[src/rtl/vram_scanout_reader.sv]
// Read-only VRAM port B client: walks one RGB888 frame, packs R,G,B bytes into pixels,
// buffers them in a small FIFO and presents a valid/ready stream with SOF/EOL sidebands.
module vram_scanout_reader #(
   parameter int unsigned H_RES      = 320,
   parameter int unsigned V_RES      = 240,
   parameter int unsigned BASE_ADDR  = 0,
   parameter int unsigned FIFO_DEPTH = 8
) (
   input  logic        i_clk,
   input  logic        i_rst,
   input  logic        i_frame_start,
   output logic [17:0] o_vram_addr,
   output logic        o_vram_we,
   input  logic [7:0]  i_vram_q,
   output logic        o_pix_valid,
   input  logic        i_pix_ready,
   output logic [23:0] o_pix_rgb,
   output logic        o_pix_sof,
   output logic        o_pix_eol,
   output logic        o_busy
);

   localparam int unsigned AW   = $clog2(FIFO_DEPTH);
   localparam int unsigned CW   = AW + 1;
   localparam int unsigned CW1  = CW + 1;
   localparam int unsigned XW   = (H_RES > 1) ? $clog2(H_RES) : 1;
   localparam int unsigned YW   = (V_RES > 1) ? $clog2(V_RES) : 1;
   localparam logic [17:0] BASE = 18'(BASE_ADDR);

   typedef enum logic [2:0] {StIdle, StRdR, StRdG, StRdB, StDone} state_t;
   // Lane of the byte VRAM returns this cycle, i.e. what was issued last cycle
   typedef enum logic [1:0] {TagNone, TagR, TagG, TagB} tag_t;

   state_t          r_state;
   tag_t            r_tag;
   logic [17:0]     r_addr;
   logic            r_busy;
   logic [XW-1:0]   r_x;
   logic [YW-1:0]   r_y;
   logic [7:0]      r_byte_r;
   logic [7:0]      r_byte_g;
   logic            r_sb_sof;
   logic            r_sb_eol;
   logic            r_pending;
   logic [25:0]     r_mem [FIFO_DEPTH];
   logic [AW-1:0]   r_wr_ptr;
   logic [AW-1:0]   r_rd_ptr;
   logic [CW-1:0]   r_count;

   logic            w_credit;
   logic            w_push;
   logic            w_pop;
   logic            w_last_x;
   logic            w_last_y;
   logic [25:0]     w_head;

   // A pixel read may only start when its FIFO slot is already guaranteed
   assign w_credit = ({1'b0, r_count} + CW1'(r_pending)) < CW1'(FIFO_DEPTH);
   assign w_push   = (r_tag == TagB);
   assign w_pop    = o_pix_valid && i_pix_ready;
   assign w_last_x = (r_x == XW'(H_RES - 1));
   assign w_last_y = (r_y == YW'(V_RES - 1));
   assign w_head   = r_mem[r_rd_ptr];

   assign o_vram_addr = r_addr;
   assign o_vram_we   = 1'b0;
   assign o_busy      = r_busy;
   assign o_pix_valid = (r_count != '0);
   assign o_pix_rgb   = o_pix_valid ? w_head[23:0] : 24'd0;
   assign o_pix_sof   = o_pix_valid && w_head[25];
   assign o_pix_eol   = o_pix_valid && w_head[24];

   always_ff @(posedge i_clk) begin
      if (i_rst) begin
         r_state   <= StIdle;
         r_tag     <= TagNone;
         r_addr    <= '0;
         r_busy    <= 1'b0;
         r_x       <= '0;
         r_y       <= '0;
         r_byte_r  <= '0;
         r_byte_g  <= '0;
         r_sb_sof  <= 1'b0;
         r_sb_eol  <= 1'b0;
         r_pending <= 1'b0;
      end else if (i_frame_start) begin
         r_state   <= StRdR;
         r_tag     <= TagNone;
         r_addr    <= BASE;
         r_busy    <= 1'b1;
         r_x       <= '0;
         r_y       <= '0;
         r_pending <= 1'b0;
      end else begin
         r_tag <= TagNone;
         if (w_push) r_pending <= 1'b0;
         if (r_tag == TagR) r_byte_r <= i_vram_q;
         if (r_tag == TagG) r_byte_g <= i_vram_q;
         case (r_state)
            StRdR: begin
               if (w_credit) begin
                  r_state   <= StRdG;
                  r_addr    <= r_addr + 18'd1;
                  r_tag     <= TagR;
                  r_pending <= 1'b1;
               end
            end
            StRdG: begin
               r_state <= StRdB;
               r_addr  <= r_addr + 18'd1;
               r_tag   <= TagG;
            end
            StRdB: begin
               r_tag    <= TagB;
               r_sb_sof <= (r_x == '0) && (r_y == '0);
               r_sb_eol <= w_last_x;
               if (w_last_x && w_last_y) begin
                  r_state <= StDone;
                  r_busy  <= 1'b0;
               end else begin
                  r_state <= StRdR;
                  r_addr  <= r_addr + 18'd1;
                  if (w_last_x) begin
                     r_x <= '0;
                     r_y <= r_y + YW'(1);
                  end else begin
                     r_x <= r_x + XW'(1);
                  end
               end
            end
            default: ;
         endcase
      end
   end

   always_ff @(posedge i_clk) begin
      if (i_rst || i_frame_start) begin
         r_wr_ptr <= '0;
         r_rd_ptr <= '0;
         r_count  <= '0;
      end else begin
         if (w_push) r_wr_ptr <= r_wr_ptr + AW'(1);
         if (w_pop)  r_rd_ptr <= r_rd_ptr + AW'(1);
         if (w_push && !w_pop)      r_count <= r_count + CW'(1);
         else if (!w_push && w_pop) r_count <= r_count - CW'(1);
      end
   end

   always_ff @(posedge i_clk) begin
      if (w_push) r_mem[r_wr_ptr] <= {r_sb_sof, r_sb_eol, r_byte_r, r_byte_g, i_vram_q};
   end

endmodule

[config.mk]
export PLATFORM = sky130hd
export DESIGN_NAME = vram_scanout_reader
export DESIGN_NICKNAME = d
export VERILOG_FILES = /design/src/rtl/vram_scanout_reader.sv
export SDC_FILE = /design/constraint.sdc
export NUM_CORES = 1
export LEC_CHECK = 0
export BUFFER_PORTS_ARGS = -buffer_cell sky130_fd_sc_hd__buf_2
export CORE_MARGIN = 5
export CORE_UTILIZATION = 60
export CTS_CLUSTER_DIAMETER = 30
export DETAILED_ROUTE_END_ITERATION = 10
export GPL_ROUTABILITY_DRIVEN = 0
export GPL_TIMING_DRIVEN = 1
export PLACE_DENSITY_LB_ADDON = 0.15
export SETUP_SLACK_MARGIN = 0.1
export SLEW_MARGIN = 20
export SYNTH_ARGS = -nofsm -noshare
export SYNTH_HDL_FRONTEND = slang
export SYNTH_SLANG_ARGS = --single-unit
[constraint.sdc]
create_clock -name i_clk -period 3.9 [get_ports i_clk]
set_input_delay 0.195 -clock i_clk [delete_from_list [all_inputs] [get_ports i_clk]]
set_output_delay 0.195 -clock i_clk [all_outputs]
set_load 0.01 [all_outputs]
==> run metrics <==
outcome=completed; Setup Buffers After CTS=0; final period utilization=about three quarters; met3 usage=between 4 and 5%; Ports=59; GR Util All Layers=about a fifth; average wire per standard cell=~21 um; global-route wire length before repair=around 36 mm; Synth Area in XOR/XNOR=1.73%; final setup vio count=0; final instance area=approximately 13000 um2; Post-Syn Instances=roughly 710; maximum VDD drop=roughly 0.4 mV; WP buf/inv=2; wirelength, routed=around 22 mm; pwr dens=around 530 nW/um2; Crit path required time=3.70 ns; largest family of logic cells by synthesized area=multiplexers; share of layout cells above drive strength 1=approximately a quarter; Final Max Tran Viols=0; R2R cell count=11; vias=6334; Die Wd=roughly 150 um; Post-Syn Nets=roughly 740; Setup crit start kind=flip-flop; Tmin final=~2.8 ns; simple-gate share of the synthesized area=~8.7%; hold crit path type=input pin to flip-flop; met1 usage=a little over a quarter; Worst Hold Endpoint=r_mem[0][1]; yosys warns=0; Final Util=73.2%; multiplexer share of the synthesized area=approximately 15%; Filler Cells Inserted=1111; main flop type after synthesis=edfxtp_1; Clk Latency, worst-skew pair=roughly 0.53 ns; Avg Cell Area, Syn=15.6 um2; worst r2r src=r_count[0]; Initial Util=61.5%; die span in y=approximately 150 um; R2R Setup Slk=between 1 and 1.5 ns; CTS tree=built; share of the synthesized area in the top cell type=a little under three fifths; DRC=0; Detail Route Antenna Nets=0; max cap viols=0; Slew Limit Headroom=between 30% and 40%; upper clock frequency limit=between 0.3 and 0.4 GHz; Area contributors post-synth=edfxtp_1 56%, dfxtp_1 13%, mux4_2 11%; maximum clock insertion buffer count=3; final hold vios=0; H-tree levels=2; adder-cell share of the synthesized area=between 1 and 1.5%; die area=around 21000 um2; Vias/cell=5.95; GRT overflow=0; critical path arrival=2.65 ns; final setup TNS=0 ns; TritonRoute pass-1 iters=5; Async S/R FF share, synth=0%; vias in the first global route=roughly 6.7k; actual slew at the worst max-slew pin=roughly 1 ns; DPL Wire Length=roughly 13 mm; crit end category=output pin; worst hold slack=0.00194 ns; Power, Total=a little over 7000 uW; compound-gate portion of the synthesized area=around 2.9%; post-CTS resize count=0; area of the core=18100 um2; Worst R2R End=r_count[3]; Post-synth EDFFs=around 210; PortBufs=57; clk slew on worst S/H paths=~0.060 ns; placed inst area=approximately 12000 um2; TritonCTS Buffers=43; M2 GR Usage=37.3%; flops & latches, synth=roughly 280; RSZ-0062 raised after global routing=false; DR iter-0 viols=about 400; CP max stage cell=dfxtp_4; Syn-to-layout area delta=19.1%; hold_sp=i_vram_q[1]; hold depth=1; delay of the slowest critical-path stage=roughly 0.90 ns; CP max FO=41; initial antenna violation count=0; LEAKAGE=about 0.0045 uW; diode count=0; ordered cell list for the critical path=buf_4 > mux4_2 > mux2i_1 > nor2_1 > buf_2; FP Rows=49; nets=between 800 and 900; Most Crowded Layer GR=met2; Netlist cell types=between 40 and 50; CTS root buf=clkbuf_16; skew final=about 0.024 ns; Sink Count=roughly 280; CP top delay family=flip-flops; Worst Path Class, Setup=flip-flop to output pin; post-synthesis instance area=about 11000 um2; largest net degree at the start of global routing=53; largest area contributor in the netlist=edfxtp_1; register area share after synthesis=roughly 69%
[worst register-to-register path: cells and delay by family (launching register included)]
family | cells | cell delay [ns]
XOR/XNOR | 1 | 0.10
flip-flops | 1 | 0.38
AO/OA/AOI/OAI | 3 | 0.49
buffers and inverters | 2 | 0.21
AND/OR/NAND/NOR | 3 | 0.73
adder cells (fa/ha/maj) | 2 | 0.49
[cells by family after synthesis]
logic type,after synthesis
flops,281
buf+inv,47
other cells,1
fa+ha+maj,11
simple gates,197
compound gates,57
xor+xnor,22
mux,97
[stage by stage]
step	instances	worst slack [ns]
2_1_floorplan	713	0.421
6_report	1065	1.05
5_1_grt	1065	0.815
3_5_place_dp	980	1.44
4_1_cts	1064	0.936
3_3_place_gp	980	1.55
[worst max path at each step]
| stage | start | endpoint | slack [ns] | depth (start not counted) |
|---|---|---|---|---|
| 6_report | flip-flop | o_pix_rgb[6] | 1.05 | 5 |
| 5_1_grt | flip-flop | o_pix_rgb[6] | 0.82 | 5 |
| 4_1_cts | flip-flop | o_pix_rgb[6] | 0.94 | 5 |
| 3_5_place_dp | r_count[0] | r_count[3] | 1.44 | 11 |
| 3_3_place_gp | flip-flop | o_pix_rgb[19] | 1.55 | 5 |
| 2_1_floorplan | r_tag[0] | r_mem[0][0] | 0.42 | 2 |
[cell type report]
cell class / count / area (um2) / share of cell area (%)
Clock buffer: 47 / 1140 / 8.61
Clock inverter: 31 / 323 / 2.43
Inverter: 13 / 48.8 / 0.367
Multi-Input combinational cell: 385 / 3300 / 24.8
Sequential cell: 281 / 7710 / 58.1
Tap cell: 229 / 287 / 2.16
Timing Repair Buffer: 79 / 468 / 3.52
[layout by cell type, fill, tap and decap left out, types with 8 or more instances in the layout]
cell type,n
a21oi_1,28
o21ai_0,13
mux4_2,52
nor4_1,8
buf_2,57
nor3_1,9
or3_1,12
ha_1,10
edfxtp_1,208
clkbuf_16,45
mux2i_1,45
nand2_1,30
nand4_1,10
dfxtp_1,70
buf_4,15
inv_6,11
nor2_1,80
xnor2_1,17
inv_1,13
nand3_1,10
[layer usage]
layer | vias up | share of wire [%]
met2 | 176 | 52
met5 | - | 0
met4 | 0 | 2.0
met3 | 39 | 5.6
li1 | 2938 | -
met1 | 3181 | 40
[power by group]
| part | internal [uW] | switching [uW] | total [uW] |
|---|---|---|---|
| registers | 3190 | 6.38 | 3190 |
| logic | 19.2 | 45.7 | 64.9 |
| clock network | 2330 | 1450 | 3780 |
[cell usage after synthesis, types with 12 or more instances]
cell	instances
dfxtp_1	73
clkbuf_1	20
mux4_2	52
o21ai_0	13
xnor2_1	17
or3_1	12
edfxtp_1	208
nor3_1	13
mux2i_1	45
a21oi_1	28
nand2_1	30
inv_1	13
nor2_1	83
[flip-flops by register name, indices dropped and copies added, names as in the netlist, named ones only]
register	cells
o_busy	1
o_vram_addr	18
r_byte_g	8
r_byte_r	8
r_count	4
r_mem	208
r_pending	1
r_rd_ptr	3
r_sb_eol	1
r_sb_sof	1
r_state	3
r_tag	2
r_wr_ptr	3
r_x	9
r_y	8
[timing repair]
| item | CTS | global route |
|---|---|---|
| setup endpoints to repair | 0 | 0 |
| hold endpoints to repair | 41 | 5 |
| hold buffers | 6 | 1 |
Power figures use the tool's default switching activity.
